--- src/rtl/pkt_egress_reader.sv ---
// rtl/pkt_egress_reader.sv - descriptor-driven packet buffer reader with SOP/EOP egress stream
module pkt_egress_reader #(
    parameter int DWIDTH = 32,
    parameter int AWIDTH = 10,
    parameter int LWIDTH = 6,
    parameter int MWIDTH = 64,
    parameter int CWIDTH = 16
) (
    input  logic              clk,
    input  logic              rst,
    input  logic              sch_valid,
    output logic              sch_deque_en,
    input  logic [DWIDTH-1:0] sch_data,
    output logic              mem_rd_en,
    output logic [AWIDTH-1:0] mem_rd_addr,
    input  logic [MWIDTH-1:0] mem_rd_data,
    output logic              tx_valid,
    input  logic              tx_ready,
    output logic [MWIDTH-1:0] tx_data,
    output logic              tx_sop,
    output logic              tx_eop,
    output logic              free_valid,
    output logic [AWIDTH-1:0] free_addr,
    output logic              busy,
    output logic [CWIDTH-1:0] pkt_cnt
);

    typedef enum logic [1:0] {IDLE, FETCH, DRAIN} state_t;

    state_t            state, state_nxt;
    logic [AWIDTH-1:0] start_q;
    logic [LWIDTH-1:0] len_q, idx_q;
    logic              inflight_q, infl_sop_q, infl_eop_q;
    logic [MWIDTH-1:0] buf_data [2];
    logic [1:0]        buf_sop, buf_eop, occ;
    logic              rd_ptr, wr_ptr;
    logic              free_valid_q;
    logic [AWIDTH-1:0] free_addr_q;
    logic [CWIDTH-1:0] pkt_cnt_q;

    logic [AWIDTH-1:0] desc_start;
    logic [LWIDTH-1:0] desc_len;
    logic              unused_desc_bits;
    logic              buf_has, pop, buf_wr, buf_rd, issue_ok, last_issue;
    logic [2:0]        credit;

    assign desc_start       = sch_data[AWIDTH-1:0];
    assign desc_len         = sch_data[AWIDTH+LWIDTH-1:AWIDTH];
    assign unused_desc_bits = ^sch_data[DWIDTH-1:AWIDTH+LWIDTH];

    // The word returning from RAM is presented directly when the buffer is empty,
    // so it only lands in the buffer if the sink does not take it this cycle.
    assign buf_has  = (occ != 2'd0);
    assign tx_valid = buf_has | inflight_q;
    assign tx_data  = !tx_valid ? '0 : (buf_has ? buf_data[rd_ptr] : mem_rd_data);
    assign tx_sop   = tx_valid & (buf_has ? buf_sop[rd_ptr] : infl_sop_q);
    assign tx_eop   = tx_valid & (buf_has ? buf_eop[rd_ptr] : infl_eop_q);
    assign pop      = tx_valid & tx_ready;
    assign buf_wr   = inflight_q & ~(~buf_has & pop);
    assign buf_rd   = buf_has & pop;

    // Words still owed to the sink after this cycle; a new read is allowed only
    // if that leaves room for it in the two-entry buffer.
    assign credit   = {1'b0, occ} + {2'b0, inflight_q} - {2'b0, pop};
    assign issue_ok = (credit < 3'd2);

    assign mem_rd_addr = mem_rd_en ? start_q + AWIDTH'(idx_q) : '0;
    assign last_issue  = (idx_q == len_q - LWIDTH'(1));
    assign free_valid  = free_valid_q;
    assign free_addr   = free_addr_q;
    assign pkt_cnt     = pkt_cnt_q;
    assign busy        = (state != IDLE);

    always_comb begin
        state_nxt    = state;
        sch_deque_en = 1'b0;
        mem_rd_en    = 1'b0;
        case (state)
            IDLE: begin
                if (sch_valid) begin
                    sch_deque_en = 1'b1;
                    if (desc_len != '0) state_nxt = FETCH;
                end
            end
            FETCH: begin
                if (issue_ok) begin
                    mem_rd_en = 1'b1;
                    if (last_issue) state_nxt = DRAIN;
                end
            end
            DRAIN: begin
                if (pop && tx_eop) state_nxt = IDLE;
            end
            default: state_nxt = IDLE;
        endcase
    end

    always_ff @(posedge clk or negedge rst) begin
        if (!rst) begin
            state        <= IDLE;
            start_q      <= '0;
            len_q        <= '0;
            idx_q        <= '0;
            inflight_q   <= 1'b0;
            infl_sop_q   <= 1'b0;
            infl_eop_q   <= 1'b0;
            buf_sop      <= '0;
            buf_eop      <= '0;
            occ          <= '0;
            rd_ptr       <= 1'b0;
            wr_ptr       <= 1'b0;
            free_valid_q <= 1'b0;
            free_addr_q  <= '0;
            pkt_cnt_q    <= '0;
        end else begin
            state        <= state_nxt;
            free_valid_q <= 1'b0;
            inflight_q   <= mem_rd_en;
            if (sch_deque_en) begin
                start_q <= desc_start;
                len_q   <= desc_len;
                idx_q   <= '0;
                if (desc_len == '0) begin
                    free_valid_q <= 1'b1;
                    free_addr_q  <= desc_start;
                end
            end
            if (mem_rd_en) begin
                idx_q      <= idx_q + LWIDTH'(1);
                infl_sop_q <= (idx_q == '0);
                infl_eop_q <= last_issue;
            end
            if (buf_wr) begin
                buf_sop[wr_ptr] <= infl_sop_q;
                buf_eop[wr_ptr] <= infl_eop_q;
                wr_ptr          <= ~wr_ptr;
            end
            if (buf_rd) rd_ptr <= ~rd_ptr;
            occ <= occ + {1'b0, buf_wr} - {1'b0, buf_rd};
            if (state == DRAIN && pop && tx_eop) begin
                free_valid_q <= 1'b1;
                free_addr_q  <= start_q;
                pkt_cnt_q    <= pkt_cnt_q + CWIDTH'(1);
            end
        end
    end

    always_ff @(posedge clk) begin
        if (buf_wr) buf_data[wr_ptr] <= mem_rd_data;
    end

endmodule

--- config.mk ---
export PLATFORM = sky130hd
export DESIGN_NAME = pkt_egress_reader
export DESIGN_NICKNAME = d
export VERILOG_FILES = /design/src/rtl/pkt_egress_reader.sv
export SDC_FILE = /design/constraint.sdc
export NUM_CORES = 1
export LEC_CHECK = 0
export CORE_UTILIZATION = 25
export DETAILED_ROUTE_END_ITERATION = 7
export GPL_ROUTABILITY_DRIVEN = 0
export GPL_TIMING_DRIVEN = 1
export PLACE_DENSITY = 0.5
export SLEW_MARGIN = 20
export SYNTH_ARGS = -nofsm -noshare
export SYNTH_HDL_FRONTEND = slang
export SYNTH_SLANG_ARGS = --single-unit
--- constraint.sdc ---
create_clock -name clk -period 6.7 [get_ports clk]
set_input_delay 1.005 -clock clk [delete_from_list [all_inputs] [get_ports clk]]
set_output_delay 1.005 -clock clk [all_outputs]
set_load 0.01 [all_outputs]
Yosys cells after proc, flatten, opt, wreduce, memory -nomap -nowiden
Memories as Yosys holds them, arrays and structs flattened.
Cells that the tools add are included.

cells by class
  $add $sub $neg = 8
  multiply operators = 0
  div/mod/pow operators = 0
  magnitude comparators = 4
  equality and inequality tests = 8
  shift-type cells = 0
  mux-type cells = 33
  bitwise logic cells = 11
  reductions and logical operators = 15

operators by type and width
  kind                   count
  $mux 64                2
  $mux 10                4
  $add 16x1->16 const B  1
  $mux 1                 16
  $logic_not 6->1        2
  $mux 6                 2
  $add 10x6->10          1
  $mux 2                 5
  $ne 2x2->1 const B     5
  $reduce_bool 2->1      5
  $add 6x1->6 const B    1
  $and 1x1->1            6
  $eq 6x6->1             1
  $pmux 2 s3             1
  $reduce_bool 6->1      1
  $sub 6x1->6 const B    1
  $reduce_and 5->1       1
  $bwmux 2               2
  $logic_and 1x1->1      4
  $lt 1x2->1 const B     2
  $not 1->1              4
  $add 2x1->3            1
  $lt 3x2->1 const B     1
  $sub 3x1->3            1
  other kinds (9)        9

word-level totals
  flip-flop bits (word level) = 62
  bits in latches = 0
  bits in writable memories = 128
  memory bits (read-only) = 0
  input bits = 100
  output and inout port bits = 107
  word-level logic and storage cells = 95
  memories = 1

memory list
  memory    words  width  rd ports  clocked after Yosys merged registers in  write ports  line  source
  buf_data  2      64     1         0                                        1            34    logic [MWIDTH-1:0] buf_data [2];

Depth between registers and ports, before layout
Gate-level depths: netlist (run 1).

  word-level depth = 8
  depth in mapped cells = 13
  gate-level depth less buffers = 11

Least setup slack after synthesis (run 1)
Ideal clock, no wire load.

  kind = input to register
  start point = input port tx_ready
  end point = register buf_eop[0]
  data arrival time = 4.434 ns
  required time = 6.572 ns
  setup slack = 2.138 ns
  cell stages on the path = 4
  cells stage by stage = nand2_1 nand2_1 nor2_1 mux2_2

between the ends
  cells in the longest elaborated chain, start to end = 4

ends and longest elaborated chain
  item                            line  source
  start: declaration              18    input logic tx_ready,
  $and 1x1->1                     58    assign pop = tx_valid & tx_ready;
  $and 1x1->1                     59    assign buf_wr = inflight_q & ~(~buf_has & pop);
  $not 1->1                       59
  $and 1x1->1                     59
  end signal: indexed assignment  135   buf_eop[wr_ptr] <= infl_eop_q;
  end: declaration                35    logic [1:0] buf_sop, buf_eop, occ;

Every way passes these cells.
A chain may end at the register's enable or synchronous reset.

Worst setup path in the final report (run 1)
  start point = input port tx_ready
  end point = output port mem_rd_addr[6]

between the ends
  cells in the longest elaborated chain, start to end = 6

ends and longest elaborated chain
  item              line  source
  $and 1x1->1       58
  $sub 3x1->3       64    assign credit = {1'b0, occ} + {2'b0, inflight_q} - {2'b0, pop};
  $lt 3x2->1        65    assign issue_ok = (credit < 3'd2);
  $mux 1            86    if (issue_ok) begin
  $mux 1            78    case (state)
  $mux 10           67    assign mem_rd_addr = mem_rd_en ? start_q + AWIDTH'(idx_q) : '0;
  end: declaration  15    output logic [AWIDTH-1:0] mem_rd_addr,

Every way passes these cells.

==> results of run 1 <==
## area by class of cell
type,count,area share (%)
sequential,190,46.7
inverter,15,0.487
multi-input combinational,426,25.7
clock inverter,13,1.61
timing repair buffer,198,16.9
tap,448,4.85
clock buffer,19,3.74
## worst max path at each step
stage | endpoint | from | cells past startpoint | slack [ps]
global route | mem_rd_addr[8] | tx_ready | 12 | 1060
detailed placement | mem_rd_addr[6] | tx_ready | 12 | 1320
finish | mem_rd_addr[6] | tx_ready | 12 | 1360
CTS | mem_rd_addr[6] | tx_ready | 12 | 1290
floorplan | buf_eop[0] | tx_ready | 4 | 2140
global placement | mem_rd_addr[6] | tx_ready | 12 | 1340
## cell usage after synthesis, types with 2 or more instances
master,n,area share [%]
nor3b_1,2,0.17
nand2_1,22,0.96
xnor2_1,11,1.1
mux2i_1,78,9.1
fa_1,2,0.47
mux2_2,18,2.4
xor2_1,19,1.9
nor2b_1,4,0.29
nor3_2,2,0.23
nor2_1,31,1.4
nand2b_1,7,0.51
clkbuf_1,18,0.79
nand4_1,3,0.22
nand3_1,77,4.5
and2_0,2,0.15
dfrtp_1,62,18
inv_1,15,0.66
and2_1,3,0.22
ha_1,13,1.9
edfxtp_1,128,45
o31ai_1,4,0.35
and3_1,4,0.29
nor4_1,3,0.22
buf_1,6,0.26
a211oi_1,3,0.26
o21ai_0,79,4.6
buf_2,13,0.76
nor3_1,7,0.41
a21oi_1,13,0.76
## state kept, by name, summed over array words and instances, names as in the netlist, 2 cells and up
name       count
buf_data     128
pkt_cnt       16
free_addr     10
start_q       10
idx_q          6
len_q          6
buf_eop        2
buf_sop        2
occ            2
state          2
## worst max-delay path: cells and delay by family
| kind | cells | cell delay, ps |
|---|---|---|
| simple gates | 4 | 580 |
| fa+ha+maj | 2 | 680 |
| mux | 1 | 150 |
| xor+xnor | 1 | 190 |
| buf+inv | 4 | 1710 |
## kinds of logic (layout without fill, tap and decap cells)
group	count (synthesis)	after routing	share of synthesized area (%)
buf+inv	53	245	2.59
compound gates	106	106	6.59
xor+xnor	30	30	3.06
simple gates	178	178	10.8
flops	190	190	62.8
fa+ha+maj	15	15	2.36
mux	97	97	11.7
## layer usage
layer / vias to the layer above / track usage [%]
li1: 2817 / -
met1: 2823 / 16.6
met2: 163 / 19.2
met3: 16 / 3.66
met4: 0 / 3.78
met5: - / 0
## metrics by stage
step           cell area (sq um)  worst slack (ps)
2_1_floorplan               8580              2140
3_3_place_gp               10900              1340
3_5_place_dp               10900              1320
4_1_cts                    11600              1290
5_1_grt                    11600              1060
6_report                   11600              1360
## where the power goes
group / total [mW] / switching (mW) / leakage [nW] / internal, mW
Clock: 1.08 / 0.452 / 0.290 / 0.627
Sequential: 1.70 / 0.181 / 1.96 / 1.52
Combinational: 1.99 / 1.02 / 2.10 / 0.965
Total: 4.77 / 1.65 / 4.35 / 3.11
==> impl_results.md, run 1 <==
- Outcome: finished clean
- Hold Path Cell Cnt: 1
- Post-DP HPWL: 13700 um
- First-pass GRT wire length: 33500 um
- Largest net degree at the start of global routing: 102
- Avg Cell Area, Syn: 12.8 sq um
- Endpoints failing hold: 0
- Most frequent cells in the layout: clkdlybuf4s50_1 (189), edfxtp_1 (128), o21ai_0 (79)
- Max-slew headroom: 38.2%
- CTS tree: yes
- Synthesized area: 8580 sq um
- Lkg Pwr: 4.35 nW
- Clk slew on worst S/H paths: 70 ps
- Ys Warns: 0
- Fillers: 3365
- Hold_ws: 471 ps
- Worst path required time: 5690 ps
- Post-layout nets: 963
- Vias: 5819
- Post-CTS setup buffers: 0
- CP Capture Type: output port
- Die height: 187 um
- Critical path type: input pin to output port
- Critical Path Fanout Max: 15
- Number of flops mapped to enable cells by yosys: 128
- Post-synth cell types: 49
- Critical path launch point type: input pin
- Placed cell count: 1277
- HP Start: pkt_cnt[15]
- Starting Density: 25.5%
- Post-CTS sizing: 0
- Number of port buffers: 190
- Hold Crit Class: register to register
- Commonest non-fill, non-tap cell in the layout: clkdlybuf4s50_1
- Die Width: 187 um
- Final setup fails: 0
- Sequential fraction of the synthesis area: 62.8%
- Worst path max stage delay: 560 ps
- Pins Over Slew Limit: 0
- Clk root buf: clkbuf_16
- Final TNS setup: 0 ps
- Number of global-route vias before repair: 5831
- Final Total Pwr: 4.77 mW
- CP cell instances: clkdlybuf4s50_1, and2_1, ha_1, nand2b_1, fa_1, xnor2_1, nand3_1, buf_4, inv_1, nand2b_1, mux2i_1, clkdlybuf4s50_1
- DRC: 0
- Drt wl/cell: 16.3 um
- Fmax achieved: 0.187 GHz
- Drt first pass iters: 4
- Seq. cell area: 5400 sq um
- Multi-input logic area: 2970 sq um
- Vias/cell: 4.45
- Power Dens Cells: 412 nW/um^2
- Layout Cells excl Fill: 1309
- Hold_buf cts: 0
- Initial antenna violation count: 0
- #FFs+latches synth: 190
- Mapped Cells: 669
- Final core utilization: 34.3%
- DRT iter0 DRCs: 312
- Share of layout cells above drive strength 1: 8.25%
- Final WL: 21400 um
- Met3 wire length: 1340 um
- Uppermost layer routed: met4
- WL met1: 9960 um
- Worst-margin pin slew: 927 ps
- Critical R2R Capture: pkt_cnt[14]
- Layout Skew: 13.0 ps
- Clock Path Buffers: 2
- Ports: 207
- GRT Total Usage: 12.4%
- CTS Buf Count: 17
- ANT nets after route: 0
- Worst reg2reg setup slack: 3020 ps
- Gr ovfl total: 0
- Most used DFF post-synth: edfxtp_1
- # rows: 67
- Ant. Diodes: 0
- WL met2: 9810 um
- Post-synth net total: 784
- Async set-reset flop share out of synthesis: 32.6%
- Die area: 35100 sq um
- Slowest-stage cell, CP: clkdlybuf4s50_1
- RSZ-0062 raised after global routing: false
- Core area: 33700 sq um
- Clock Sinks: 190
- Crit share post-route: 79.7%
- Hold endpoint: pkt_cnt[15]
- Crit path DAT: 4340 ps
- CTS H-tree depth: 4
- Maximum VDD drop: 0.223 mV
- Clock Latency Late Sink: 440 ps
- R2r worst-path depth: 6
- Max cap viols: 0
- Area delta synth->final: 34.7%
- FF-to-FF Start: occ[1]
- Min cycle time layout: 5340 ps
Power figures use the tool's default switching activity.
==> run 2, diff against run 1 <==
Settings changed: PLACE_DENSITY 0.5 to 0.52.
Clock period 6.7 ns to 4.35 ns, I/O delays scaled along.
==> impl_results.md, run 2 (same netlist as run 1, synthesis figures left out) <==
- Fmax achieved: 0.244 GHz
- Post-DP HPWL: 13700 um (about the same)
- Clk slew on worst S/H paths: 70 ps (about the same)
- Final core utilization: 34.6% (was 34.3%)
- Clock Latency Late Sink: 440 ps (about the same)
- Largest net degree at the start of global routing: 71 (was 102)
- DRT iter0 DRCs: 239 (was 312)
- Max cap viols: 0 (unchanged)
- CTS tree: yes (unchanged)
- Clock Path Buffers: 2 (unchanged)
- Hold Crit Class: input pin to asynchronous set/reset pin (was register to register)
- CTS H-tree depth: 4 (unchanged)
- Initial antenna violation count: 0 (unchanged)
- ANT nets after route: 0 (unchanged)
- Drt wl/cell: 16.0 um (was 16.3 um)
- RSZ-0062 raised after global routing: false (unchanged)
- Most frequent cells in the layout: clkdlybuf4s50_1 (186), edfxtp_1 (128), o21ai_0 (79) (was clkdlybuf4s50_1 (189), edfxtp_1 (128), o21ai_0 (79))
- Number of port buffers: 190 (unchanged)
- Critical path launch point type: register (was input pin)
- Crit share post-route: 94.3%
- Ports: 207 (unchanged)
- Vias/cell: 4.42 (was 4.45)
- Clk root buf: clkbuf_16 (unchanged)
- Max-slew headroom: 43.2% (was 38.2%)
- Top reg by flops: buf_data (unchanged)
- Final setup fails: 0 (unchanged)
- Fillers: 3311 (was 3365)
- GRT Total Usage: 12.3% (was 12.4%)
- Lkg Pwr: 4.44 nW (was 4.35 nW)
- Final WL: 21100 um (was 21400 um)
- Pins Over Slew Limit: 0 (unchanged)
- Most Frequent Cell on Critical Path: nand2b_1
- Ant. Diodes: 0 (unchanged)
- First-pass GRT wire length: 33700 um (was 33500 um)
- # rows: 67 (unchanged)
- Number of global-route vias before repair: 5868 (was 5831)
- DRC: 0 (unchanged)
- R2r worst-path depth: 13 (was 6)
- Maximum VDD drop: 0.316 mV (was 0.223 mV)
- Critical path type: register to output port (was input pin to output port)
- Share of layout cells above drive strength 1: 9.44% (was 8.25%)
- Starting Density: 25.5% (unchanged)
- Vias: 5827 (was 5819)
- Crit path DAT: 3450 ps (was 4340 ps)
- Critical Path Fanout Max: 7 (was 15)
- Kind of cell adding the most delay to the critical path: simple AND/OR/NAND/NOR gates (was buffers and inverters)
- Die height: 187 um (unchanged)
- Core area: 33700 sq um (unchanged)
- Worst path required time: 3700 ps (was 5690 ps)
- Layout Skew: 10.1 ps (was 13.0 ps)
- Clock Sinks: 190 (unchanged)
- Worst-margin pin slew: 852 ps (was 927 ps)
- Gr ovfl total: 0 (unchanged)
- Max FFs per register: 128 (unchanged)
- Critical R2R Capture: idx_q[5] (was pkt_cnt[14])
- Slowest-stage cell, CP: clkdlybuf4s50_1 (unchanged)
- Worst Path Buf+Inv: 2 (was 4)
- Hold_ws: 240 ps (was 471 ps)
- Worst path max stage delay: 550 ps (was 560 ps)
- Area delta synth->final: 35.7% (was 34.7%)
- FF-to-FF Start: occ[1] (unchanged)
- Endpoints failing hold: 0 (unchanged)
- Commonest non-fill, non-tap cell in the layout: clkdlybuf4s50_1 (unchanged)
- CP cell instances: or3_1, and2_1, ha_1, nand2b_1, fa_1, xnor2_2, nand3_1, inv_2, nand2b_1, mux2i_1, clkdlybuf4s50_1 (was clkdlybuf4s50_1, and2_1, ha_1, nand2b_1, fa_1, xnor2_1, nand3_1, buf_4, inv_1, nand2b_1, mux2i_1, clkdlybuf4s50_1)
- Final Total Pwr: 7.34 mW (was 4.77 mW)
- Worst reg2reg setup slack: 1300 ps (was 3020 ps)
- CP Capture Type: output port (unchanged)
- Die Width: 187 um (unchanged)
- CTS Buf Count: 17 (unchanged)
- Die area: 35100 sq um (unchanged)
- Post-layout nets: 971 (was 963)
- Drt first pass iters: 4 (unchanged)
- Min cycle time layout: 4100 ps
- Outcome: finished clean (unchanged)
- Power Dens Cells: 630 nW/um^2 (was 412 nW/um^2)
==> run 2: cell type report <==
class	count	area (sq um)	area share (%)
Inverter	15	56.3	0.483
Tap cell	448	561	4.81
Multi-Input combinational cell	426	2980	25.6
Clock buffer	17	425	3.65
Sequential cell	190	5400	46.4
Clock inverter	15	151	1.30
Timing Repair Buffer	206	2070	17.8
==> run 2: per-stage QoR <==
stage                     cells  setup WS, ps  TNS, ps  area [sq um]
after floorplan             669          45.9        0          8580
after global placement     1281           304        0         11000
after detailed placement   1281           324        0         11000
after CTS                  1313         -4.49    -4.49         11600
after global routing       1317          27.8        0         11700
final                      1317           246        0         11700
==> run 2: what timing repair did <==
| action | in CTS | in global routing |
|---|---|---|
| setup endpoints to repair | 1 | 10 |
| hold buffers | 0 | 0 |
| gates cloned | 0 | 0 |
| gates resized for setup | 0 | 6 |
| setup buffers | 0 | 4 |
==> run 2: metal layers <==
metal | share of wire (%) | wire (um) | track usage, %
met1 | 47 | 9800 | 16.3
met2 | 45 | 9510 | 19.0
met3 | 7.6 | 1600 | 4.56
met4 | 0.68 | 144 | 2.65
met5 | 0 | 0 | 0
==> run 2: worst max path at each step <==
stage | from | end | slack (ps) | cells past startpoint
after floorplan | occ[1] | buf_eop[0] | 50 | 6
after global placement | tx_ready | mem_rd_addr[8] | 300 | 11
after detailed placement | tx_ready | mem_rd_addr[6] | 320 | 11
after CTS | occ[1] | mem_rd_addr[6] | -4 | 11
after global routing | occ[1] | mem_rd_addr[8] | 30 | 11
final | occ[1] | mem_rd_addr[6] | 250 | 11
==> run 2: where the power goes <==
| part | switching (mW) | leakage (nW) | internal [mW] |
|---|---|---|---|
| Combinational | 1.57 | 2.21 | 1.58 |
| Clock | 0.751 | 0.275 | 0.811 |
| Sequential | 0.287 | 1.96 | 2.34 |
| Total | 2.61 | 4.44 | 4.73 |
